File: config.mk
export PLATFORM = sky130hd
export DESIGN_NAME = dac_trig_gen
export DESIGN_NICKNAME = d
export VERILOG_FILES = /design/src/rtl/dac_trig_gen.sv
export SDC_FILE = /design/constraint.sdc
export NUM_CORES = 1
export LEC_CHECK = 0
export CORE_MARGIN = 5
export CORE_UTILIZATION = 60
export DETAILED_ROUTE_END_ITERATION = 8
export DONT_BUFFER_PORTS = 1
export HOLD_SLACK_MARGIN = 0.02
export PLACE_DENSITY = 0.88
export SETUP_SLACK_MARGIN = 0.4
export SYNTH_ARGS = -nofsm -noshare
export SYNTH_HDL_FRONTEND = slang
export SYNTH_SLANG_ARGS = --single-unit
File: constraint.sdc
create_clock -name i_clk -period 6.9 [get_ports i_clk]
set_input_delay 1.035 -clock i_clk [delete_from_list [all_inputs] [get_ports i_clk]]
set_output_delay 1.035 -clock i_clk [all_outputs]
set_load 0.1 [all_outputs]
File: src/rtl/dac_trig_gen.sv
// dac_trig_gen: trigger sequencer feeding the DAC waveform block's i_sync.
// Picks one trigger source (internal timer, external pin or software strobe),
// enforces a hold-off after every trigger, counts finite or continuous bursts
// and issues a single-cycle o_sync pulse in the DAC clock domain.
// Optional build macro: DAC_TRIG_GLITCH_FILTER_EN adds a 4-sample stability
// filter on the synchronised external pin (adds 4 cycles of latency).
module dac_trig_gen #(
   parameter int CNT_W = 16,
   parameter int PER_W = 32
) (
   input  logic             i_clk,
   input  logic             i_clr_n,
   input  logic [1:0]       i_src,
   input  logic             i_edge,
   input  logic [PER_W-1:0] i_period,
   input  logic [CNT_W-1:0] i_holdoff,
   input  logic [CNT_W-1:0] i_burst,
   input  logic             i_arm,
   input  logic             i_abort,
   input  logic             i_sw_trig,
   input  logic             i_ext_trig,
   output logic             o_sync,
   output logic             o_busy,
   output logic             o_done,
   output logic [CNT_W-1:0] o_trig_cnt,
   output logic [CNT_W-1:0] o_missed
);

   typedef enum logic [1:0] {
      ST_IDLE = 2'd0,
      ST_WAIT = 2'd1,
      ST_HOLD = 2'd2
   } state_t;

   localparam logic [1:0]       SRC_INT  = 2'd0;
   localparam logic [1:0]       SRC_EXT  = 2'd1;
   localparam logic [1:0]       SRC_SW   = 2'd2;
   localparam logic [CNT_W-1:0] CNT_ZERO = {CNT_W{1'b0}};
   localparam logic [CNT_W-1:0] CNT_ONE  = {{(CNT_W-1){1'b0}}, 1'b1};
   localparam logic [CNT_W-1:0] CNT_MAX  = {CNT_W{1'b1}};
   localparam logic [PER_W-1:0] PER_ZERO = {PER_W{1'b0}};
   localparam logic [PER_W-1:0] PER_ONE  = {{(PER_W-1){1'b0}}, 1'b1};

   state_t           state_r, state_s;
   logic [1:0]       src_r, src_s;
   logic             edge_r, edge_s;
   logic [PER_W-1:0] period_r, period_s;
   logic [CNT_W-1:0] holdoff_r, holdoff_s;
   logic [CNT_W-1:0] burst_r, burst_s;
   logic [PER_W-1:0] per_cnt_r, per_cnt_s, per_next_s;
   logic [CNT_W-1:0] hold_cnt_r, hold_cnt_s;
   logic [CNT_W-1:0] trig_cnt_r, trig_cnt_s, trig_inc_s;
   logic [CNT_W-1:0] missed_r, missed_s;
   logic             sync_r, sync_s;
   logic             done_r, done_s;
   logic             busy_r, busy_s;
   logic [2:0]       z_r;
   logic             ext_cur_s, ext_prv_s;
   logic             evt_s;

   // Three-flop synchroniser for the asynchronous external trigger pin.
   always_ff @(posedge i_clk or negedge i_clr_n) begin
      if (!i_clr_n) begin
         z_r <= 3'b000;
      end else begin
         z_r <= {z_r[1:0], i_ext_trig};
      end
   end

`ifdef DAC_TRIG_GLITCH_FILTER_EN
   logic       flt_r;
   logic       flt_d_r;
   logic [1:0] flt_cnt_r;

   // Filtered level follows z[1] only after four consecutive differing samples.
   always_ff @(posedge i_clk or negedge i_clr_n) begin
      if (!i_clr_n) begin
         flt_r     <= 1'b0;
         flt_d_r   <= 1'b0;
         flt_cnt_r <= 2'd0;
      end else begin
         flt_d_r <= flt_r;
         if (z_r[1] == flt_r) begin
            flt_cnt_r <= 2'd0;
         end else if (flt_cnt_r == 2'd3) begin
            flt_r     <= z_r[1];
            flt_cnt_r <= 2'd0;
         end else begin
            flt_cnt_r <= flt_cnt_r + 2'd1;
         end
      end
   end

   assign ext_cur_s = flt_r;
   assign ext_prv_s = flt_d_r;
`else
   assign ext_cur_s = z_r[1];
   assign ext_prv_s = z_r[2];
`endif

   assign per_next_s = (per_cnt_r == period_r) ? PER_ZERO : (per_cnt_r + PER_ONE);
   assign trig_inc_s = trig_cnt_r + CNT_ONE;

   // Trigger event from the source latched at arm time.
   always_comb begin
      evt_s = 1'b0;
      case (src_r)
         SRC_INT: evt_s = (per_cnt_r == period_r);
         SRC_EXT: evt_s = edge_r ? (~ext_cur_s & ext_prv_s) : (ext_cur_s & ~ext_prv_s);
         SRC_SW:  evt_s = i_sw_trig;
         default: evt_s = 1'b0;
      endcase
   end

   // Next-state, counter and pulse logic; abort overrides arm and events.
   always_comb begin
      state_s    = state_r;
      src_s      = src_r;
      edge_s     = edge_r;
      period_s   = period_r;
      holdoff_s  = holdoff_r;
      burst_s    = burst_r;
      per_cnt_s  = per_cnt_r;
      hold_cnt_s = hold_cnt_r;
      trig_cnt_s = trig_cnt_r;
      missed_s   = missed_r;
      sync_s     = 1'b0;
      done_s     = 1'b0;
      if (i_abort) begin
         state_s = ST_IDLE;
      end else begin
         case (state_r)
            ST_IDLE: begin
               if (i_arm) begin
                  state_s    = ST_WAIT;
                  src_s      = i_src;
                  edge_s     = i_edge;
                  period_s   = i_period;
                  holdoff_s  = i_holdoff;
                  burst_s    = i_burst;
                  per_cnt_s  = PER_ZERO;
                  trig_cnt_s = CNT_ZERO;
                  missed_s   = CNT_ZERO;
               end else begin
                  state_s = ST_IDLE;
               end
            end
            ST_WAIT: begin
               per_cnt_s = per_next_s;
               if (evt_s) begin
                  sync_s     = 1'b1;
                  trig_cnt_s = trig_inc_s;
                  hold_cnt_s = holdoff_r - CNT_ONE;
                  if ((burst_r != CNT_ZERO) && (trig_inc_s == burst_r)) begin
                     done_s  = 1'b1;
                     state_s = ST_IDLE;
                  end else if (holdoff_r != CNT_ZERO) begin
                     state_s = ST_HOLD;
                  end else begin
                     state_s = ST_WAIT;
                  end
               end else begin
                  state_s = ST_WAIT;
               end
            end
            ST_HOLD: begin
               per_cnt_s = per_next_s;
               if (evt_s && (missed_r != CNT_MAX)) begin
                  missed_s = missed_r + CNT_ONE;
               end else begin
                  missed_s = missed_r;
               end
               if (hold_cnt_r == CNT_ZERO) begin
                  state_s = ST_WAIT;
               end else begin
                  hold_cnt_s = hold_cnt_r - CNT_ONE;
               end
            end
            default: begin
               state_s = ST_IDLE;
            end
         endcase
      end
      busy_s = (state_s != ST_IDLE);
   end

   // State, shadow configuration, counters and registered outputs.
   always_ff @(posedge i_clk or negedge i_clr_n) begin
      if (!i_clr_n) begin
         state_r    <= ST_IDLE;
         src_r      <= 2'd0;
         edge_r     <= 1'b0;
         period_r   <= PER_ZERO;
         holdoff_r  <= CNT_ZERO;
         burst_r    <= CNT_ZERO;
         per_cnt_r  <= PER_ZERO;
         hold_cnt_r <= CNT_ZERO;
         trig_cnt_r <= CNT_ZERO;
         missed_r   <= CNT_ZERO;
         sync_r     <= 1'b0;
         done_r     <= 1'b0;
         busy_r     <= 1'b0;
      end else begin
         state_r    <= state_s;
         src_r      <= src_s;
         edge_r     <= edge_s;
         period_r   <= period_s;
         holdoff_r  <= holdoff_s;
         burst_r    <= burst_s;
         per_cnt_r  <= per_cnt_s;
         hold_cnt_r <= hold_cnt_s;
         trig_cnt_r <= trig_cnt_s;
         missed_r   <= missed_s;
         sync_r     <= sync_s;
         done_r     <= done_s;
         busy_r     <= busy_s;
      end
   end

   assign o_sync     = sync_r;
   assign o_busy     = busy_r;
   assign o_done     = done_r;
   assign o_trig_cnt = trig_cnt_r;
   assign o_missed   = missed_r;

endmodule

## Yosys cells after proc, flatten, opt, wreduce, memory -nomap -nowiden

Index checks and enable logic that the tools add are counted.
W data, S select, Z words.

- Register bits: 155
- Input bits: 73
- Output and inout port bits: 35
- Word-level logic and storage cells: 80

- Add/sub/neg operators: 5
- Eq/ne operators: 11
- Mux-type cells: 27
- Bitwise operators: 5
- Reduce and logical (&&, ||, !) cells: 18

Operators with widths:

| cell | count |
|---|---|
| $pmux W16 S2 | 3 |
| $mux W16 | 5 |
| $mux W32 | 2 |
| $pmux W32 S2 | 1 |
| $add A16 B1 Y16 const B | 2 |
| $add A32 B1 Y32 const B | 1 |
| $eq A32 B32 Y1 | 1 |
| $reduce_bool A16 Y1 | 2 |
| $sub A16 B1 Y16 const B | 2 |
| $eq A16 B16 Y1 | 1 |
| $logic_not A16 Y1 | 1 |
| $ne A16 B16 Y1 const B | 1 |
| $reduce_and A4 Y1 | 3 |
| $mux W2 | 5 |
| $reduce_bool A2 Y1 | 5 |
| $mux W1 | 9 |
| $ne A2 B2 Y1 const B | 4 |
| $pmux W2 S3 | 1 |
| $reduce_and A3 Y1 | 2 |
| $eq A2 B1 Y1 const B | 2 |
| $eq A2 B2 Y1 const B | 2 |
| $logic_not A2 Y1 | 2 |
| $not A1 Y1 | 3 |
| $pmux W1 S3 | 1 |
| other kinds (3) | 5 |

## Depth between registers and ports, before layout

Gate-level depths: netlist of run 1.

- Word-level depth: 8
- Gate-level depth with buffers: 15
- Mapped depth without buffers: 11

## Worst setup path after synthesis of run 1

OpenSTA, ideal clock, no wires.

- Path type: flip-flop to flip-flop
- Start point: register state_r[0]
- End point: register hold_cnt_r[14]
- Arrival time: 3437 ps
- Data required time: 6806 ps
- Slack: 3369 ps
- Cell stages (with the launch flop): 16
- Period minus slack after synthesis: 3531 ps
- Cell sequence: dfrtp_1 -> inv_1 -> ha_1 -> buf_2 -> buf_1 -> clkbuf_1 -> buf_1 -> mux2i_1 -> ha_1 -> o21ai_1 -> a211o_1 -> nor2_1 -> o21a_1 -> nand2_1 -> xor2_1 -> a211oi_1

- Cells in the longest elaborated chain, start to end: 3

RTL lines:

| what | RTL line | text |
|---|---|---|
| from (decl) | 44 | `state_t state_r, state_s;` |
| from (signal assigned) | 204 | `state_r <= state_s;` |
| $eq A2 B2 Y1 or $eq A2 B1 Y1 (tied branches) | 132 | `case (state_r)` |
| $ne A2 B2 Y1 (no line) or $reduce_bool A2 Y1 (tied branches) | n/a |  |
| $reduce_and A4 Y1 (no line) | n/a |  |
| to (signal assigned) | 211 | `hold_cnt_r <= hold_cnt_s;` |
| to (decl) | 51 | `logic [CNT_W-1:0] hold_cnt_r, hold_cnt_s;` |

Parallel ways exist; a longest one is shown, timed or not.
A chain may end at the register's enable or synchronous reset.

## Worst setup path in the final report of run 1

- Start point: register trig_cnt_r[0], in the netlist o_trig_cnt[0]
- End point: register state_r[1]

- Cells in the longest elaborated chain, start to end: 7

RTL lines:

| what | RTL line | text |
|---|---|---|
| from (decl) | 52 | `logic [CNT_W-1:0] trig_cnt_r, trig_cnt_s, trig_inc_s;` |
| from (signal assigned) | 212 | `trig_cnt_r <= trig_cnt_s;` |
| $add A16 B1 Y16 | 102 | `assign trig_inc_s = trig_cnt_r + CNT_ONE;` |
| $eq A16 B16 Y1 | 154 | `if ((burst_r != CNT_ZERO) && (trig_inc_s == burst_r)) begin` |
| $logic_and A1 B1 Y1 | 154 |  |
| $mux W2 | 154 |  |
| $mux W2 | 150 | `if (evt_s) begin` |
| $pmux W2 S3 | 132 |  |
| $mux W2 | 129 | `if (i_abort) begin` |
| net state_s[1] | 44 |  |

The timed path passes the listed nets, and every way through them passes these cells.

==> results.yml, run 1 <==
run_status:
  status: "finished with violations"
  violations: "design-rule violations"
power:
  clockPowerShare: 0.352
  p_leak_nw: 3.69
  pwr-share-seq: 0.468
  peakVddDrop_v: 0.000212
  p_sw_frac: 0.305
  power_mw: 2.73
  p_comb_frac: 0.180
  switchingPower_mw: 0.831
  p_int_mw: 1.90
  p_per_area_mw_per_mm2: 299
routing:
  route.detailed.drc: 1
  dr_total_vias: 6259
  drt-total-wl_mm: 18.3
  vias_per_cell: 6.23
  firstDrtPassIters: 9
  avgRoutedWirePerCell_um: 18.2
  drt_iter0_drc: 640
  drtAntennaViolNets: 0
logic_synthesis:
  synthSimpleGateAreaFrac: 0.190
  synth_area_per_cell_um2: 10.2
  synth_top_area_cell: "dfrtp_1"
  ys_warn_count: 0
  syn-cell-area_mm2: 0.00841
  synth_compound_area_frac: 0.103
  yosys-top-cells-area: "dfrtp_1 46%, mux2_2 9.4%, xnor2_1 6.6%"
  synth_fa_ha_area_frac: 0.0119
  synthCells: 822
  synth_common_cells: "155 x dfrtp_1, 73 x nor2_1, 70 x mux2_2"
  synth_nets: 903
  synth.area.mux_share: 0.104
  netlist.area_leader.share: 0.461
  synth_flop_cell: "dfrtp_1"
  ys_seq_area_frac: 0.461
  synth-xor-area-share: 0.105
  ys_types: 66
  synth_edf_count: 0
  synth_most_common_cell: "dfrtp_1"
  synth-seq-cells: 155
  synthArstFlopShare: 1.00
  synth_top_family_by_area: "simple AND/OR/NAND/NOR gates"
sta:
  max_freq_mhz: 279
  rsz0062_at_grt: "false"
  slew_headroom: 0.225
  tns_ns: 0
  hold_viol: 0
  finalClockSkew_ns: 0.0158
  finalMaxSlewViolations: 0
  setup_viol: 0
  fin_crit_ns: 3.59
  setup_ws_ns: 3.31
  worst_pin_slew_ns: 1.16
  period_share: 0.520
layout:
  nFillCells: 1022
  seqCellArea_mm2: 0.00388
  final_core_util: 0.660
  syn_to_final_growth_pct: 8.60
  layout.nets: 892
  multi_input_area_mm2: 0.00433
  drive_gt1_frac: 0.164
worst_setup_path:
  cp-end-kind: "flop"
  path_max_fanout: 10
  worstPathArrival_ns: 3.91
  crit_path_start_kind: "flop"
  critPathRequiredTime_ns: 7.22
  path_class: "flop to flop"
clocking:
  cts_resized: 0
  cts_root_buffer: "clkbuf_16"
  htree_levels: 4
  holdBufCountCts: 0
  clkLatencyLatePin_ns: 0.44
  clock-sinks: 155
  cts_made_buffers: 17
  clock_path_buffers: 2
  clkTransAtPathRegs_ns: 0.06
  post_cts.repair.setup_buffers: 0
  tritoncts: "built"
floorplan:
  start_util: 0.608
  row_count: 43
  die_h_um: 128
  die_w_um: 128
  core_mm2: 0.0138
  die-area_mm2: 0.0165
  ioPinCount: 108
placed_design:
  io_buffers: 0
  dp_hpwl_mm: 12.7
  post-place-ws_ns: 3.35
  gp_congestion: 0.926
global_route:
  grt_pass1_wl_mm: 30.7
  first_global_vias: 6106
  grt_max_degree: 156
  antenna_found_initial: 2
  grt_use_total: 0.232
  grt_overflow_total: 0
job:
  maxCapViolCount: 0
min_path:
  hold_path_class: "input pin to asynchronous set/reset pin"
-- stage by stage --
| stage | cell area, µm² | hold WS, ns | cells |
|---|---|---|---|
| after floorplan | 8410 | 0.331 | 822 |
| after global placement | 8510 | 0.335 | 972 |
| after detailed placement | 8510 | 0.336 | 972 |
| after CTS | 9130 | 0.280 | 1004 |
| after global routing | 9130 | 0.278 | 1005 |
| final | 9130 | 0.298 | 1005 |
-- logic make-up after synthesis --
logic type	count (synthesis)
adder cells (fa/ha/maj)	8
XOR/XNOR	99
AND/OR/NAND/NOR	303
AO/OA/AOI/OAI	134
multiplexers	78
buffers and inverters	45
flip-flops	155
-- power groups by stage --
stage	combinational, mW	sequential, mW	clock, mW
2_1_floorplan	0.417	1.24	0
3_3_place_gp	0.469	1.28	0
3_5_place_dp	0.488	1.29	0
4_1_cts	0.493	1.28	0.977
5_1_grt	0.543	1.30	1.02
6_report	0.491	1.28	0.961
-- state kept, by name (all words and copies together), names as in the netlist, 2 cells and up --
register / cells
burst_r: 16
hold_cnt_r: 16
holdoff_r: 16
o_missed: 16
o_trig_cnt: 16
per_cnt_r: 32
period_r: 32
src_r: 2
state_r: 2
z_r: 3
-- worst max-delay path, cell delays in order, from the launching register on --
cell and delay [ns]:
dfrtp_1 1.08, ha_1 0.39, and3_1 0.40, o311ai_0 0.20, o21ai_0 0.12, o21ai_0 0.09, nor4_1 0.40, nand4_1 0.14
or3_1 0.40, a41o_1 0.26
-- placed cells by master, fill, tap and decap left out, drive strengths merged, types with 8 or more instances in the layout --
cell and n:
xnor2 64, mux2i 8, and4 9, nand4 28
or3 12, nor3 19, mux2 70, o22ai 13
and3 16, nand3 37, xor2 35, o21ai 39
a21oi 38, nor2b 10, clkbuf 18, inv 17
nand2 57, dfrtp 155, nor4 10, and2 9
ha 8, nor2 76, a31oi 12
-- area by class of cell --
class	count	share of cell area
multi-input combinational	622	0.474
sequential	155	0.425
clock buffer	18	0.0481
tap	180	0.0247
clock inverter	14	0.0190
timing repair buffer	6	0.00493
inverter	9	0.00370
antenna	1	0.000274
-- worst paths after layout --
| path | start | to | slack [ns] | depth (start not counted) |
|---|---|---|---|---|
| worst max-delay path | o_trig_cnt[0] | state_r[1] | 3.31 | 9 |
| worst min-delay path | i_clr_n | o_trig_cnt[3] | 0.30 | 0 |
| worst max register to register | o_trig_cnt[0] | state_r[1] | 3.31 | 9 |
| worst min register to register | z_r[0] | z_r[1] | 0.35 | 0 |
| max in group asynchronous | i_clr_n | hold_cnt_r[8] | 6.33 | 0 |
| min in group i_clk | z_r[0] | z_r[1] | 0.35 | 0 |
-- routing by layer --
layer	up-vias	track usage	wire length, µm
li1	2927	-	-
met4	2	0.0936	493
met1	3032	0.300	7610
met3	45	0.0710	1320
met2	253	0.367	8890
met5	-	0	13
No activity file was read; power rests on OpenSTA's default activity.
==> inputs of run 2 (changes only) <==
- CORE_UTILIZATION: 60 -> 58
- clock period: 6.9 -> 3.3 ns (I/O delays scaled with it)
==> results.yml, run 2 (synthesis gave the netlist of run 1 again) <==
worst_setup_path:
  crit_path_start_kind: "flop"
  cp_cell_sequence: "inv_1, ha_4, mux2i_1, ha_2, o21ai_2, a211o_1, nor2_2, o21a_2, nand2_1, xor2_1, a211oi_1"
  startpoint: "state_r[0]"
  reg2reg_setup_slack_ns: 0.50
  crit_slowest_cell: "dfrtp_1"
  critPathRequiredTime_ns: 3.65
  worstPathArrival_ns: 3.14
  path_class: "flop to flop"
  crit_cells: 11
  endpoint: "hold_cnt_r[14]"
  path_max_fanout: 12
  worst_r2r_path_depth: 11
  r2r_end: "hold_cnt_r[14]"
  cp_top_family: "compound AO/OA/AOI/OAI gates"
  r2r_start: "state_r[0]"
  slowest_delay_ns: 0.41
  cp-end-kind: "flop"
  cp_num_buf_inv: 1
power:
  p_leak_nw: 3.89
  p_int_mw: 4.12
  p_sw_frac: 0.302
  p_comb_frac: 0.184
  clockPowerShare: 0.364
  switchingPower_mw: 1.78
  p_per_area_mw_per_mm2: 622
  pwr-share-seq: 0.452
  power_mw: 5.90
  peakVddDrop_v: 0.000484
global_route:
  grt_use_total: 0.235
  first_global_vias: 6427
  antenna_found_initial: 0
  grt_overflow_total: 0
  grt_max_degree: 156
  grt_pass1_wl_mm: 31.5
layout:
  top_regs: "per_cnt_r: 32 flops, period_r: 32 flops"
  drive_gt1_frac: 0.210
  most-common-layout-cells: "150 x dfrtp_1, 72 x nor2_1, 70 x mux2_2"
  layout.nets: 927
  syn_to_final_growth_pct: 12.7
  final_common_cell: "dfrtp_1"
  antenna_cells: 0
  final_cell_area_mm2: 0.00948
placed_design:
  dp_hpwl_mm: 13.4
  io_buffers: 0
  gp_congestion: 0.886
  post_dp_cell_area_mm2: 0.00878
sta:
  finalClockSkew_ns: 0.00761
  finalMaxSlewViolations: 0
  slew_headroom: 0.370
  hold_viol: 155
  setup_viol: 0
  rsz0062_at_grt: "true"
  whs_ns: -0.257
  tns_ns: 0
  worst_pin_slew_ns: 0.946
  fin_crit_ns: 2.80
  max_freq_mhz: 357
  period_share: 0.848
routing:
  avgRoutedWirePerCell_um: 18.3
  drt-total-wl_mm: 19.0
  firstDrtPassIters: 5
  route.detailed.drc: 0
  vias_per_cell: 6.12
  dr_total_vias: 6381
  drtAntennaViolNets: 0
  drt_iter0_drc: 457
floorplan:
  die-area_mm2: 0.0170
  start_util: 0.585
  ioPinCount: 108
  die_w_um: 130
  die_h_um: 130
  core_mm2: 0.0144
  row_count: 44
job:
  maxCapViolCount: 0
clocking:
  clock_path_buffers: 2
  clkLatencyLatePin_ns: 0.44
  htree_levels: 4
  cts_made_buffers: 17
  cts_root_buffer: "clkbuf_16"
  clock-sinks: 155
  clkTransAtPathRegs_ns: 0.07
  tritoncts: "built"
run_status:
  violations: "negative hold slack"
  status: "finished with violations"
min_path:
  hold_path_class: "input pin to asynchronous set/reset pin"
run 2: power groups by stage:
| stage | sequential, mW | combinational, mW | clock (mW) |
|---|---|---|---|
| final | 2.67 | 1.09 | 2.15 |
| after global routing | 2.71 | 1.20 | 2.26 |
| after CTS | 2.66 | 1.08 | 2.17 |
| after detailed placement | 2.68 | 1.07 | 0 |
| after global placement | 2.67 | 1.02 | 0 |
| after floorplan | 2.59 | 0.878 | 0 |
run 2: metrics by stage:
step	util	hold WS (ns)	setup slack [ns]	std cells
after global placement	0.611	0.205	0.527	1008
after CTS	0.656	-0.263	0.406	1040
after floorplan	-	0.199	0.411	822
after global routing	0.660	-0.263	0.345	1043
after detailed placement	0.611	0.206	0.347	1008
final	0.660	-0.257	0.502	1043
run 2: routing by layer:
layer,vias to the layer above,wire length (µm),part of all wire,global-route usage
li1,2994,-,-,-
met1,3103,7620,0.40,0.288
met2,239,9420,0.49,0.396
met3,45,1370,0.072,0.0553
met4,0,633,0.033,0.109
met5,-,0,0,0
run 2: layout make-up:
class	instances	area [µm²]
repair buffers	41	324
inverters	9	33.8
clock inverters	14	209
multi-input cells	622	4360
fillers	1038	4890
clock buffers	18	439
flip-flops and latches	155	3880
well taps	184	230
run 2: worst min path at each step:
stage	from	endpoint	depth (start not counted)	slack, ns
detailed placement	i_clr_n	o_trig_cnt[6]	0	0.21
floorplan	i_clr_n	burst_r[0]	0	0.20
global placement	i_clr_n	o_trig_cnt[0]	0	0.20
finish	i_clr_n	o_trig_cnt[0]	0	-0.26
CTS	i_clr_n	o_trig_cnt[6]	0	-0.26
global route	i_clr_n	o_trig_cnt[0]	0	-0.26
run 2: repair_timing:
item                                    CTS  global route
endpoints found under the setup margin    7            18
buffers inserted                          0             3
pin swaps                                 0             2
resized for setup                         1             5
hold endpoints to repair                155           155
run 2: worst register-to-register path, stage by stage (launching register included):
cell and delay, ns:
dfrtp_1 0.41, inv_1 0.14, ha_4 0.24, mux2i_1 0.31, ha_2 0.28, o21ai_2 0.11, a211o_1 0.34, nor2_2 0.20
o21a_2 0.23, nand2_1 0.08, xor2_1 0.15, a211oi_1 0.22
==> inputs of run 3 (changes only) <==
- clock period: 3.3 -> 2.5 ns (I/O delays scaled with it)
==> results.yml, run 3 (synthesis gave the netlist of run 1 again) <==
clocking:
  cts_made_buffers: 17
  tritoncts: "built"
  clkLatencyLatePin_ns: 0.44
  clock_path_buffers: 2
  htree_levels: 4
  holdBufCountCts: 2
  cts_root_buffer: "clkbuf_16"
  clkTransAtPathRegs_ns: 0.06
  clock-sinks: 155
layout:
  nFillCells: 791
  final_cell_area_mm2: 0.0113
  drive_gt1_frac: 0.435
  final_common_cell: "dfrtp_1"
  syn_to_final_growth_pct: 34.4
  most-common-layout-cells: "124 x dfrtp_1, 100 x buf_4, 69 x mux2_2"
  layout.nets: 1031
  fin_cells: 1148
  top_regs: "per_cnt_r: 32 flops, period_r: 32 flops"
placed_design:
  dp.cells: 1038
  dp_hpwl_mm: 14.2
  post-place-ws_ns: -0.0774
  io_buffers: 0
  post_dp_cell_area_mm2: 0.00913
  gp_congestion: 0.886
sta:
  slew_headroom: 0.399
  finalClockSkew_ns: 0.0188
  rsz0062_at_grt: "true"
  worst_pin_slew_ns: 0.901
  setup_viol: 11
  fin_crit_ns: 2.59
  tns_ns: -0.414
  hold_viol: 155
  whs_ns: -0.358
  setup_ws_ns: -0.0883
  finalMaxSlewViolations: 0
  period_share: 1.04
  max_freq_mhz: 386
power:
  p_leak_nw: 4.61
  pwr-share-seq: 0.430
  p_sw_frac: 0.333
  p_per_area_mw_per_mm2: 763
  peakVddDrop_v: 0.000675
  clockPowerShare: 0.321
  p_comb_frac: 0.249
  p_int_mw: 5.75
  switchingPower_mw: 2.88
routing:
  drtAntennaViolNets: 0
  avgRoutedWirePerCell_um: 24.0
  dr_total_vias: 7705
  drt_iter0_drc: 1043
  firstDrtPassIters: 6
  drt-total-wl_mm: 27.6
  vias_per_cell: 6.71
  route.detailed.drc: 0
worst_setup_path:
  critPathRequiredTime_ns: 2.85
  r2r_start: "o_trig_cnt[1]"
  crit_slowest_cell: "dfrtp_4"
  cp_top_family: "simple AND/OR/NAND/NOR gates"
  slowest_delay_ns: 0.51
  cp-end-kind: "flop"
  path_common_cell: "buf_4"
  path_class: "flop to flop"
  cp_num_buf_inv: 2
  crit_path_start_kind: "flop"
  cp_cell_sequence: "ha_4, buf_4, nand3_1, a21oi_1, o21ai_0, a21oi_2, or3_1, or3_4, buf_4, nor3_4"
  startpoint: "o_trig_cnt[1]"
  worstPathArrival_ns: 2.93
  path_max_fanout: 5
floorplan:
  row_count: 44
  die_w_um: 130
  die-area_mm2: 0.0170
  ioPinCount: 108
  core_mm2: 0.0144
  die_h_um: 130
  start_util: 0.585
global_route:
  grt_overflow_total: 0
  antenna_found_initial: 1
  grt_use_total: 0.288
  first_global_vias: 7438
  grt_max_degree: 156
  grt_pass1_wl_mm: 38.2
run_status:
  status: "finished with violations"
  violations: "negative hold slack, negative setup slack"
job:
  maxCapViolCount: 0
min_path:
  hold_path_class: "input pin to asynchronous set/reset pin"
[run 3: layout make-up]
cell class,count,area (µm²),area share
inverter,9,38.8,0.00343
multi-input combinational,622,5080,0.449
clock inverter,12,160,0.0142
timing repair buffer,145,1380,0.122
antenna,1,2.50,0.000221
sequential,155,3950,0.349
tap,184,230,0.0204
clock buffer,20,467,0.0413
[run 3: final timing paths]
check / slack (ns) / depth (start not counted) / endpoint
max in group asynchronous: 2.58 / 0 / o_missed[8]
min in group i_clk: 0.08 / 1 / holdoff_r[7]
max reg2reg: -0.09 / 10 / o_done
max: -0.09 / 10 / o_done
min reg2reg: 0.36 / 0 / z_r[1]
min: -0.36 / 0 / o_trig_cnt[8]
[run 3: what timing repair did]
action,in CTS,in global routing
setup buffers,39,26
pin swaps,50,42
endpoints found under the hold margin,158,155
resized for setup,113,97
setup endpoints to repair,127,119
cloned,7,3
[run 3: power by group through the flow]
stage,Combinational (mW),Clock [mW],Sequential (mW)
after CTS,1.80,2.76,3.57
after global placement,1.41,0,3.54
final,2.15,2.77,3.71
after global routing,2.26,2.89,3.75
after detailed placement,1.49,0,3.56
after floorplan,1.18,0,3.42
[run 3: through the flow]
| step | utilization | power [mW] |
|---|---|---|
| 2_1_floorplan | - | 4.59 |
| 3_3_place_gp | 0.635 | 4.95 |
| 3_5_place_dp | 0.635 | 5.04 |
| 4_1_cts | 0.741 | 8.13 |
| 5_1_grt | 0.786 | 8.90 |
| 6_report | 0.786 | 8.62 |
[run 3: metal layers]
metal,GRT usage,vias up,wire length (µm)
li1,-,3198,-
met1,0.345,3704,9700
met5,0,-,11
met3,0.0797,191,2790
met2,0.485,610,13500
met4,0.134,2,1600
[run 3: worst reg2reg max path, stage by stage (launching register included)]
cell     delay, ns
dfrtp_4       0.51
ha_4          0.20
buf_4         0.13
nand3_1       0.12
a21oi_1       0.09
o21ai_0       0.32
a21oi_2       0.08
or3_1         0.35
or3_4         0.42
buf_4         0.15
nor3_4        0.12
